==> src/rtl/obi_d_arbiter.sv <==
// Two-master round-robin OBI data arbiter with transaction lock and in-order response routing.
// Define OBI_ARB_STATS_EN to add saturating grant and contention counters.
module obi_d_arbiter #(
  parameter int unsigned MAX_OUTSTANDING = 2,
  parameter bit          WRITE_RVALID    = 1'b0
) (
  input  logic        clk_i,
  input  logic        rst_i,

  input  logic        m0_req_i,
  input  logic        m0_we_i,
  input  logic [31:0] m0_addr_i,
  input  logic [31:0] m0_wdata_i,
  input  logic [3:0]  m0_be_i,
  output logic        m0_gnt_o,
  output logic        m0_rvalid_o,
  output logic [31:0] m0_rdata_o,

  input  logic        m1_req_i,
  input  logic        m1_we_i,
  input  logic [31:0] m1_addr_i,
  input  logic [31:0] m1_wdata_i,
  input  logic [3:0]  m1_be_i,
  output logic        m1_gnt_o,
  output logic        m1_rvalid_o,
  output logic [31:0] m1_rdata_o,

  output logic        s_req_o,
  output logic        s_we_o,
  output logic [31:0] s_addr_o,
  output logic [31:0] s_wdata_o,
  output logic [3:0]  s_be_o,
  input  logic        s_gnt_i,
  input  logic        s_rvalid_i,
  input  logic [31:0] s_rdata_i,

`ifdef OBI_ARB_STATS_EN
  output logic [15:0] m0_grant_cnt_o,
  output logic [15:0] m1_grant_cnt_o,
  output logic [15:0] contention_cnt_o,
`endif
  output logic        err_o
);

  localparam int unsigned PTR_W = (MAX_OUTSTANDING > 1) ? $clog2(MAX_OUTSTANDING) : 1;
  localparam int unsigned CNT_W = $clog2(MAX_OUTSTANDING + 1);

  function automatic logic [PTR_W-1:0] ptr_inc(input logic [PTR_W-1:0] p);
    if (p == PTR_W'(MAX_OUTSTANDING - 1)) begin
      ptr_inc = {PTR_W{1'b0}};
    end else begin
      ptr_inc = p + PTR_W'(1);
    end
  endfunction

  logic             rr_q, rr_d;
  logic             lock_q, lock_d;
  logic             lock_id_q, lock_id_d;
  logic [PTR_W-1:0] wr_ptr_q, wr_ptr_d;
  logic [PTR_W-1:0] rd_ptr_q, rd_ptr_d;
  logic [CNT_W-1:0] count_q, count_d;
  logic             fifo_id_q [MAX_OUTSTANDING];
  logic             fifo_id_d [MAX_OUTSTANDING];
  logic             fifo_we_q [MAX_OUTSTANDING];
  logic             fifo_we_d [MAX_OUTSTANDING];
  logic             m0_rvalid_q, m0_rvalid_d;
  logic             m1_rvalid_q, m1_rvalid_d;
  logic [31:0]      m0_rdata_q, m0_rdata_d;
  logic [31:0]      m1_rdata_q, m1_rdata_d;
  logic             err_q, err_d;

  logic             sel;
  logic             sel_req;
  logic             fifo_full;
  logic             fifo_empty;
  logic             hs;
  logic             drop_err;
  logic             rsp_err;
  logic             pop;
  logic [31:0]      rsp_data;
  logic             head_id;
  logic             head_we;

  // Master selection: a locked master keeps the port, otherwise round-robin on contention.
  always_comb begin
    sel = 1'b0;
    if (lock_q) begin
      sel = lock_id_q;
    end else if (m0_req_i && !m1_req_i) begin
      sel = 1'b0;
    end else if (m1_req_i && !m0_req_i) begin
      sel = 1'b1;
    end else if (m0_req_i && m1_req_i) begin
      sel = ~rr_q;
    end else begin
      sel = 1'b0;
    end
  end

  assign sel_req    = sel ? m1_req_i : m0_req_i;
  assign fifo_full  = (count_q == CNT_W'(MAX_OUTSTANDING));
  assign fifo_empty = (count_q == {CNT_W{1'b0}});
  assign hs         = s_req_o && s_gnt_i;

  assign s_req_o   = sel_req && !fifo_full;
  assign s_we_o    = sel ? m1_we_i    : m0_we_i;
  assign s_addr_o  = sel ? m1_addr_i  : m0_addr_i;
  assign s_wdata_o = sel ? m1_wdata_i : m0_wdata_i;
  assign s_be_o    = sel ? m1_be_i    : m0_be_i;
  assign m0_gnt_o  = !sel && s_req_o && s_gnt_i;
  assign m1_gnt_o  = sel && s_req_o && s_gnt_i;

  // Lock tracking and round-robin pointer update.
  always_comb begin
    lock_d    = lock_q;
    lock_id_d = lock_id_q;
    drop_err  = 1'b0;
    rr_d      = rr_q;
    if (hs) begin
      lock_d = 1'b0;
      rr_d   = sel;
    end else if (s_req_o) begin
      lock_d    = 1'b1;
      lock_id_d = sel;
    end else if (lock_q && !sel_req) begin
      lock_d   = 1'b0;
      drop_err = 1'b1;
    end else begin
      lock_d = lock_q;
    end
  end

  assign head_id = fifo_id_q[rd_ptr_q];
  assign head_we = fifo_we_q[rd_ptr_q];

  // Response side: synthesised write responses pop without waiting for the slave.
  always_comb begin
    pop      = 1'b0;
    rsp_err  = 1'b0;
    rsp_data = 32'h0000_0000;
    if (fifo_empty) begin
      rsp_err = s_rvalid_i;
    end else if (head_we && !WRITE_RVALID) begin
      pop     = 1'b1;
      rsp_err = s_rvalid_i;
    end else if (s_rvalid_i) begin
      pop      = 1'b1;
      rsp_data = s_rdata_i;
    end else begin
      pop = 1'b0;
    end
  end

  // Next-state for the response registers and the tracker FIFO.
  always_comb begin
    m0_rvalid_d = pop && !head_id;
    m1_rvalid_d = pop && head_id;
    m0_rdata_d  = (pop && !head_id) ? rsp_data : m0_rdata_q;
    m1_rdata_d  = (pop && head_id) ? rsp_data : m1_rdata_q;
    err_d       = drop_err || rsp_err;
    fifo_id_d   = fifo_id_q;
    fifo_we_d   = fifo_we_q;
    wr_ptr_d    = wr_ptr_q;
    rd_ptr_d    = rd_ptr_q;
    if (hs) begin
      fifo_id_d[wr_ptr_q] = sel;
      fifo_we_d[wr_ptr_q] = s_we_o;
      wr_ptr_d            = ptr_inc(wr_ptr_q);
    end else begin
      wr_ptr_d = wr_ptr_q;
    end
    if (pop) begin
      rd_ptr_d = ptr_inc(rd_ptr_q);
    end else begin
      rd_ptr_d = rd_ptr_q;
    end
    case ({hs, pop})
      2'b10:   count_d = count_q + CNT_W'(1);
      2'b01:   count_d = count_q - CNT_W'(1);
      default: count_d = count_q;
    endcase
  end

  // State registers with synchronous reset.
  always_ff @(posedge clk_i) begin
    if (rst_i) begin
      rr_q        <= 1'b0;
      lock_q      <= 1'b0;
      lock_id_q   <= 1'b0;
      wr_ptr_q    <= {PTR_W{1'b0}};
      rd_ptr_q    <= {PTR_W{1'b0}};
      count_q     <= {CNT_W{1'b0}};
      m0_rvalid_q <= 1'b0;
      m1_rvalid_q <= 1'b0;
      m0_rdata_q  <= 32'h0000_0000;
      m1_rdata_q  <= 32'h0000_0000;
      err_q       <= 1'b0;
      for (int i = 0; i < int'(MAX_OUTSTANDING); i++) begin
        fifo_id_q[i] <= 1'b0;
        fifo_we_q[i] <= 1'b0;
      end
    end else begin
      rr_q        <= rr_d;
      lock_q      <= lock_d;
      lock_id_q   <= lock_id_d;
      wr_ptr_q    <= wr_ptr_d;
      rd_ptr_q    <= rd_ptr_d;
      count_q     <= count_d;
      m0_rvalid_q <= m0_rvalid_d;
      m1_rvalid_q <= m1_rvalid_d;
      m0_rdata_q  <= m0_rdata_d;
      m1_rdata_q  <= m1_rdata_d;
      err_q       <= err_d;
      fifo_id_q   <= fifo_id_d;
      fifo_we_q   <= fifo_we_d;
    end
  end

  assign m0_rvalid_o = m0_rvalid_q;
  assign m1_rvalid_o = m1_rvalid_q;
  assign m0_rdata_o  = m0_rdata_q;
  assign m1_rdata_o  = m1_rdata_q;
  assign err_o       = err_q;

`ifdef OBI_ARB_STATS_EN
  function automatic logic [15:0] sat_inc(input logic [15:0] v, input logic en);
    if (en && (v != 16'hFFFF)) begin
      sat_inc = v + 16'd1;
    end else begin
      sat_inc = v;
    end
  endfunction

  logic [15:0] m0_grant_cnt_q, m0_grant_cnt_d;
  logic [15:0] m1_grant_cnt_q, m1_grant_cnt_d;
  logic [15:0] contention_cnt_q, contention_cnt_d;
  logic        contention;

  // Contention covers both masters asking, or the selected request held off by full/lock.
  always_comb begin
    contention       = (m0_req_i && m1_req_i) || (sel_req && (fifo_full || lock_q));
    m0_grant_cnt_d   = sat_inc(m0_grant_cnt_q, m0_gnt_o);
    m1_grant_cnt_d   = sat_inc(m1_grant_cnt_q, m1_gnt_o);
    contention_cnt_d = sat_inc(contention_cnt_q, contention);
  end

  // Statistics registers.
  always_ff @(posedge clk_i) begin
    if (rst_i) begin
      m0_grant_cnt_q   <= 16'h0000;
      m1_grant_cnt_q   <= 16'h0000;
      contention_cnt_q <= 16'h0000;
    end else begin
      m0_grant_cnt_q   <= m0_grant_cnt_d;
      m1_grant_cnt_q   <= m1_grant_cnt_d;
      contention_cnt_q <= contention_cnt_d;
    end
  end

  assign m0_grant_cnt_o   = m0_grant_cnt_q;
  assign m1_grant_cnt_o   = m1_grant_cnt_q;
  assign contention_cnt_o = contention_cnt_q;
`endif

endmodule

==> config.mk <==
export PLATFORM = sky130hd
export DESIGN_NAME = obi_d_arbiter
export DESIGN_NICKNAME = d
export VERILOG_FILES = /design/src/rtl/obi_d_arbiter.sv
export SDC_FILE = /design/constraint.sdc
export NUM_CORES = 1
export LEC_CHECK = 0
export ABC_AREA = 0
export BUFFER_PORTS_ARGS = -buffer_cell sky130_fd_sc_hd__buf_2
export CAP_MARGIN = 20
export CORE_AREA = 2 2 122 124
export CTS_BUF_LIST = sky130_fd_sc_hd__clkbuf_8
export DETAILED_ROUTE_END_ITERATION = 6
export DIE_AREA = 0 0 124 126
export GPL_ROUTABILITY_DRIVEN = 0
export PLACE_DENSITY_LB_ADDON = 0.25
export SYNTH_ARGS = -nofsm -noshare
export SYNTH_HDL_FRONTEND = slang
export SYNTH_SLANG_ARGS = --single-unit
==> constraint.sdc <==
create_clock -name clk_i -period 2 [get_ports clk_i]
set_input_delay 0.4 -clock clk_i [delete_from_list [all_inputs] [get_ports clk_i]]
set_output_delay 0.4 -clock clk_i [all_outputs]
set_load 0.05 [all_outputs]
==> impl_results.md, run 1 <==
- Run status: finished with violations
- Violations in the final reports: setup timing
- Count of flip-flops with a built-in enable after synthesis: 0
- Worst ir drop on vdd: 0.0004826 V
- Power, Total: 6.997 mW
- Number of vias per cell: 5.057
- Hold buffer count at CTS: 0
- Initial core utilization: 28.30%
- Worst hold path depth: 2
- Total CTS buffers: 9
- Via count of the routed design: 4531
- DIE WIDTH: 124 um
- Number of nets at the end of the flow: 877
- Detail Placement HPWL: 12.55 mm
- Sink count of the clock tree: 78
- Max-slew violation count: 0
- Signal arrival time at the worst endpoint: 1930 ps
- IO Port Bufs: 314
- Setup skew after layout: 8.826 ps
- Initial antenna violation count: 7
- Length of the first detailed-routing pass in iterations: 4
- Power density of the placed cells: 943.8 nW/um^2
- Critical path endpoint category: output pin
- Post-synthesis area per instance: 10.83 um^2
- End of the worst register-to-register path: count_q[1]$_SDFFE_PP0P_
- Starting DRC count in detailed routing: 176
- Leak pwr: 3.605 nW
- Relative slew slack: 72.29%
- Post-synth net total: 551
- Async set or reset register ratio after synthesis: 0%
- Number of setup violations in the final report: 71
- Startpoint kind of the worst setup timing path: register
- IO Count: 315
- Clock insertion delay at the later pin of the skew report: 370 ps
- Mapped cell area: 4050 um^2
- Core outline area: 14310 um^2
- Clock buffer depth: 2
- Commonest non-fill, non-tap cells in the layout: 243 x sky130_fd_sc_hd__buf_2, 74 x sky130_fd_sc_hd__dfxtp_1, 65 x sky130_fd_sc_hd__mux2_4, 64 x sky130_fd_sc_hd__nor3b_1, 64 x sky130_fd_sc_hd__buf_8
- Average detailed-routed wire length per instance: 21.47 um
- Register bit count reported by yosys: 78
- Ratio of final minimum period to clock period: 116.4%
- Drt total wl: 19.24 mm
- Reg2reg setup slack: 130 ps
- Required @ worst endpoint: 1600 ps
- Hold slack: 262.2 ps
- Minimum setup slack in the final design: -328.2 ps
- Worst path bufs/invs: 4
- Number of H-tree branching levels: 3
- Distinct cell type count of the synthesized netlist: 37
- Most used flip-flop cell after synthesis: sky130_fd_sc_hd__dfxtp_1
- Sequential fraction of the synthesis area: 38.55%
- Family with the most delay on the worst path: buffers and inverters
- Worst hold path endpoint: m1_rdata_o[0]$_SDFFE_PP0P_
- Cell chain of the critical path: nand2_2 > a22oi_2 > buf_6 > buf_12 > buf_16 > mux2_4 > buf_8
- Wire length of the first global-routing pass: 24.78 mm
- Number of cell instances on the worst register-to-register path: 7
- Fraction of layout cells with a size suffix above 1: 64.82%
- TritonCTS clock tree: done
- Dpl cells: 856
- Die Footprint: 15620 um^2
- Number of placement rows: 44
- Most common cell after layout, fill and taps aside: sky130_fd_sc_hd__buf_2
- Number of global-route vias before repair: 4477
- Largest fanout of any net on the critical path: 6
- Clk root buf: sky130_fd_sc_hd__clkbuf_8
- Type of the worst setup path: register to output pin
- Worst reg2reg path startpoint: lock_q$_SDFFE_PP0P_
- CP Launch Point: rr_q$_SDFFE_PP0P_
- RSZ-0062 raised after global routing: yes
- Die height: 126 um
- Maximum capacitance violations: 0
- Cell with the largest stage delay on the worst path: sky130_fd_sc_hd__dfxtp_2
- Total track usage: 21.14%
- Setup Total Neg Slack: -18670 ps
- Highest clock frequency the design can meet: 429.5 MHz
- Final hold viol count: 0
- DRT antenna net count: 0
- Delay contributed by the slowest stage of the critical path: 340 ps
- Post-layout minimum cycle time: 2328 ps
- # DRC: 0
- Worst hold path class: input pin to register
- Gate count of the mapped netlist: 374
- Transition time of the tightest slew-check pin: 414.1 ps
- Worst-path clk slew: 90 ps
- Worst min-delay path startpoint: s_rdata_i[0]
- Layout Area Growth over Synthesis: 83.04%
- Maximum number of pins on one net before global-route repair: 66
- Gr ovfl total: 0
- Non-filler instance count after layout: 896
- Total number of yosys warnings: 0
- Share of the core filled with cells: 51.79%
-- worst max path at each step --
| stage | endpoint | slack [ps] | cells past startpoint |
|---|---|---|---|
| 2_1_floorplan | m1_gnt_o | 7 | 5 |
| 3_3_place_gp | s_wdata_o[8] | -190 | 6 |
| 3_5_place_dp | s_addr_o[23] | -250 | 6 |
| 4_1_cts | s_addr_o[31] | -280 | 6 |
| 5_1_grt | s_addr_o[15] | -380 | 7 |
| 6_report | s_addr_o[15] | -330 | 7 |
-- Yosys cell counts, types with 2 or more instances --
library cell	count	area, um^2
sky130_fd_sc_hd__buf_2	15	75.07
sky130_fd_sc_hd__xnor2_1	2	17.52
sky130_fd_sc_hd__buf_4	4	30.03
sky130_fd_sc_hd__a31o_2	3	26.28
sky130_fd_sc_hd__dfxtp_1	78	1562
sky130_fd_sc_hd__clkbuf_1	8	30.03
sky130_fd_sc_hd__mux2i_1	3	30.03
sky130_fd_sc_hd__nor2b_1	3	18.77
sky130_fd_sc_hd__nand2_1	5	18.77
sky130_fd_sc_hd__mux2_2	69	777.0
sky130_fd_sc_hd__a21oi_1	9	45.04
sky130_fd_sc_hd__o21ai_0	2	10.01
sky130_fd_sc_hd__inv_1	4	15.01
sky130_fd_sc_hd__nand2b_1	3	18.77
sky130_fd_sc_hd__a311oi_1	5	43.79
sky130_fd_sc_hd__a31o_1	61	534.3
sky130_fd_sc_hd__nor2_1	6	22.52
sky130_fd_sc_hd__buf_6	10	112.6
sky130_fd_sc_hd__nor3b_1	65	488.0
sky130_fd_sc_hd__a211oi_2	2	25.02
-- what timing repair did --
item | in CTS | in global routing
hold endpoints to repair | 0 | 0
cloned | 5 | 5
endpoints found under the setup margin | 72 | 72
gates resized for setup | 185 | 112
buffers inserted | 6 | 1
pin swaps | 2 | 2
-- stage by stage --
stage / setup slack [ps] / cell area (um^2)
3_3_place_gp: -189.3 / 5866
3_5_place_dp: -246.3 / 5866
4_1_cts: -279.9 / 6859
5_1_grt: -381.2 / 7401
2_1_floorplan: 6.908 / 4055
6_report: -328.2 / 7413
-- cells by family after synthesis --
family / after synthesis / synth area share [%]
simple gates: 89 / 15.48
compound gates: 88 / 18.17
flops: 78 / 38.55
mux: 73 / 20.27
buf+inv: 42 / 6.580
xor+xnor: 3 / 0.6489
fa+ha+maj: 1 / 0.3089
-- registers in the layout, summed over array words and instances (netlist names) --
| register | flops |
|---|---|
| wr_ptr_q | 1 |
| fifo_we_q | 2 |
| err_o | 1 |
| m0_rvalid_o | 1 |
| lock_id_q | 1 |
| m1_rvalid_o | 1 |
| fifo_id_q | 2 |
| rd_ptr_q | 1 |
| m0_rdata_o | 32 |
| lock_q | 1 |
| m1_rdata_o | 32 |
| rr_q | 1 |
| count_q | 2 |
-- final cells by class --
type	count	area [um^2]
Clock buffer	10	137.6
Timing Repair Buffer	353	2858
Tap cell	184	230.2
Clock inverter	6	62.56
Inverter	4	15.01
Multi-Input combinational cell	254	2526
Sequential cell	78	1567
Fill cell	1267	6900
Antenna cell	7	17.52
-- report_power, final --
group | total [mW] | switching, mW | internal (mW)
clock | 1.21 | 0.601 | 0.606
combinational | 4.04 | 2.27 | 1.77
sequential | 1.75 | 0.0875 | 1.66
total | 7.00 | 2.96 | 4.04
-- metal layers --
layer	track usage (%)	part of all wire [%]	vias to the layer above
met5	0	0.14	-
met4	7.865	3.7	4
met3	9.058	11	47
met2	35.75	48	238
met1	23.38	37	2169
li1	-	-	2073
Power figures use the tool's default switching activity.
==> run 2: changes to the inputs <==
--- a/config.mk
+++ b/config.mk
@@ -8,10 +8,9 @@
 export ABC_AREA = 0
 export BUFFER_PORTS_ARGS = -buffer_cell sky130_fd_sc_hd__buf_2
 export CAP_MARGIN = 20
-export CORE_AREA = 2 2 122 124
-export CTS_BUF_LIST = sky130_fd_sc_hd__clkbuf_8
+export CORE_AREA = 2 2 124 126
 export DETAILED_ROUTE_END_ITERATION = 6
-export DIE_AREA = 0 0 124 126
+export DIE_AREA = 0 0 126 128
 export GPL_ROUTABILITY_DRIVEN = 0
 export PLACE_DENSITY_LB_ADDON = 0.25
 export SYNTH_ARGS = -nofsm -noshare
==> impl_results.md, run 2 (same netlist as run 1, synthesis figures left out) <==
- Hold slack: 297.3 ps
- Largest fanout of any net on the critical path: 10
- Fraction of layout cells with a size suffix above 1: 64.76%
- Leak pwr: 3.345 nW
- Global-route track usage on met1: 24.04%
- DP Area: 5931 um^2
- Met2 usage in global routing: 33.71%
- Minimum setup slack in the final design: -251.7 ps
- Number of H-tree branching levels: 3
- Ratio of final minimum period to clock period: 112.6%
- Relative slew slack: 68.04%
- Commonest non-fill, non-tap cells in the layout: 242 x sky130_fd_sc_hd__buf_2, 75 x sky130_fd_sc_hd__dfxtp_1, 64 x sky130_fd_sc_hd__nor3b_1, 61 x sky130_fd_sc_hd__a31o_1, 58 x sky130_fd_sc_hd__buf_6
- Initial core utilization: 27.25%
- Run status: finished with violations
- Wire length of the first global-routing pass: 25.32 mm
- Number of vias per cell: 4.954
- Layout Area Growth over Synthesis: 75.19%
- Starting DRC count in detailed routing: 180
- Reg2reg setup slack: 180 ps
- # DRC: 0
- Share of the core filled with cells: 47.74%
- IO Port Bufs: 314
- Number of cell instances on the worst register-to-register path: 5
- RSZ-0062 raised after global routing: yes
- Transition time of the tightest slew-check pin: 479.4 ps
- Worst-path clk slew: 60 ps
- Signal arrival time at the worst endpoint: 1850 ps
- IO Count: 315
- Die height: 128 um
- Gr ovfl total: 0
- Core outline area: 14860 um^2
- Total track usage: 20.79%
- Sink count of the clock tree: 78
- Die Footprint: 16130 um^2
- Layer carrying the most global-route usage: met2
- Number of placement rows: 45
- Most common cell after layout, fill and taps aside: sky130_fd_sc_hd__buf_2
- Met3 track utilization from global routing: 10.06%
- Number of setup violations in the final report: 70
- Clock insertion delay at the later pin of the skew report: 330 ps
- Maximum capacitance violations: 0
- Length of the first detailed-routing pass in iterations: 4
- DRT antenna net count: 0
- Total CTS buffers: 9
- Worst hold path class: input pin to register
- TritonCTS clock tree: done
- Final hold viol count: 0
- Required @ worst endpoint: 1600 ps
- Maximum number of pins on one net before global-route repair: 47
- Number of nets at the end of the flow: 873
- Average detailed-routed wire length per instance: 20.55 um
- Clock buffer depth: 2
- Highest clock frequency the design can meet: 444.1 MHz
- Violations in the final reports: setup timing
- Total non-filler cell area in the finished layout: 7096 um^2
- Detail Placement HPWL: 13.63 mm
- DIE WIDTH: 126 um
- Setup skew after layout: 5.968 ps
- Drt total wl: 18.35 mm
- Via count of the routed design: 4424
- Number of global-route vias before repair: 4307
- Critical path endpoint category: output pin
- Initial antenna violation count: 5
- Max-slew violation count: 0
- Worst ir drop on vdd: 0.0004067 V
- Type of the worst setup path: register to output pin
- Clk root buf: sky130_fd_sc_hd__clkbuf_16
- Startpoint kind of the worst setup timing path: register
- Setup Total Neg Slack: -14630 ps
- Worst hold path depth: 2
- Post-layout minimum cycle time: 2252 ps
- Power density of the placed cells: 1025 nW/um^2
[run 2: power breakdown]
part           leakage, nW  switching [mW]  internal, mW
combinational         2.54            2.16          1.48
sequential           0.632          0.0822          1.66
clock                0.172           0.635          1.25
[run 2: cell type report]
cell class                 count  area, um^2
sequential                    78        1565
tap                          188       235.2
clock buffer                  10       239.0
inverter                       4       15.01
antenna                        4       10.01
fill                        1403        7769
multi-input combinational    254        2355
timing repair buffer         349        2567
clock inverter                 6       108.9
[run 2: per-stage QoR]
stage               std cells  power [mW]  worst slack (ps)
floorplan                 374       3.893             6.908
finish                    893       7.274            -251.7
detailed placement        863       4.740            -135.9
CTS                       884       7.185            -213.2
global placement          863       4.706            -138.4
global route              891       7.565            -324.0
[run 2: worst paths after layout]
| check | start | end |
|---|---|---|
| max reg2reg | rd_ptr_q$_SDFFE_PP0P_ | m0_rdata_o[18]$_SDFFE_PP0P_ |
| min reg2reg | rr_q$_SDFFE_PP0P_ | rr_q$_SDFFE_PP0P_ |
| min | s_rdata_i[11] | m1_rdata_o[11]$_SDFFE_PP0P_ |
| max | lock_q$_SDFFE_PP0P_ | s_addr_o[16] |
[run 2: timing repair]
item                       4_1_cts  5_1_grt
pin swaps                        2        1
setup endpoints to repair       72       72
gates resized for setup        178       19
gates cloned                     3        2
hold buffers                     0        0
buffers inserted                 2        3
[run 2: per-layer routing]
metal | vias to the layer above | share of wire [%]
li1 | 2062 | -
met5 | - | 0.076
met1 | 2116 | 38
met3 | 24 | 12
met4 | 2 | 1.9
met2 | 220 | 48
[run 2: worst max-delay path, stage by stage (launching register included)]
cell                        delay [ps]
sky130_fd_sc_hd__dfxtp_2           360
sky130_fd_sc_hd__nor2b_2            50
sky130_fd_sc_hd__a22oi_2           220
sky130_fd_sc_hd__buf_4             200
sky130_fd_sc_hd__clkbuf_16         170
sky130_fd_sc_hd__mux2_2            360
sky130_fd_sc_hd__buf_6             160
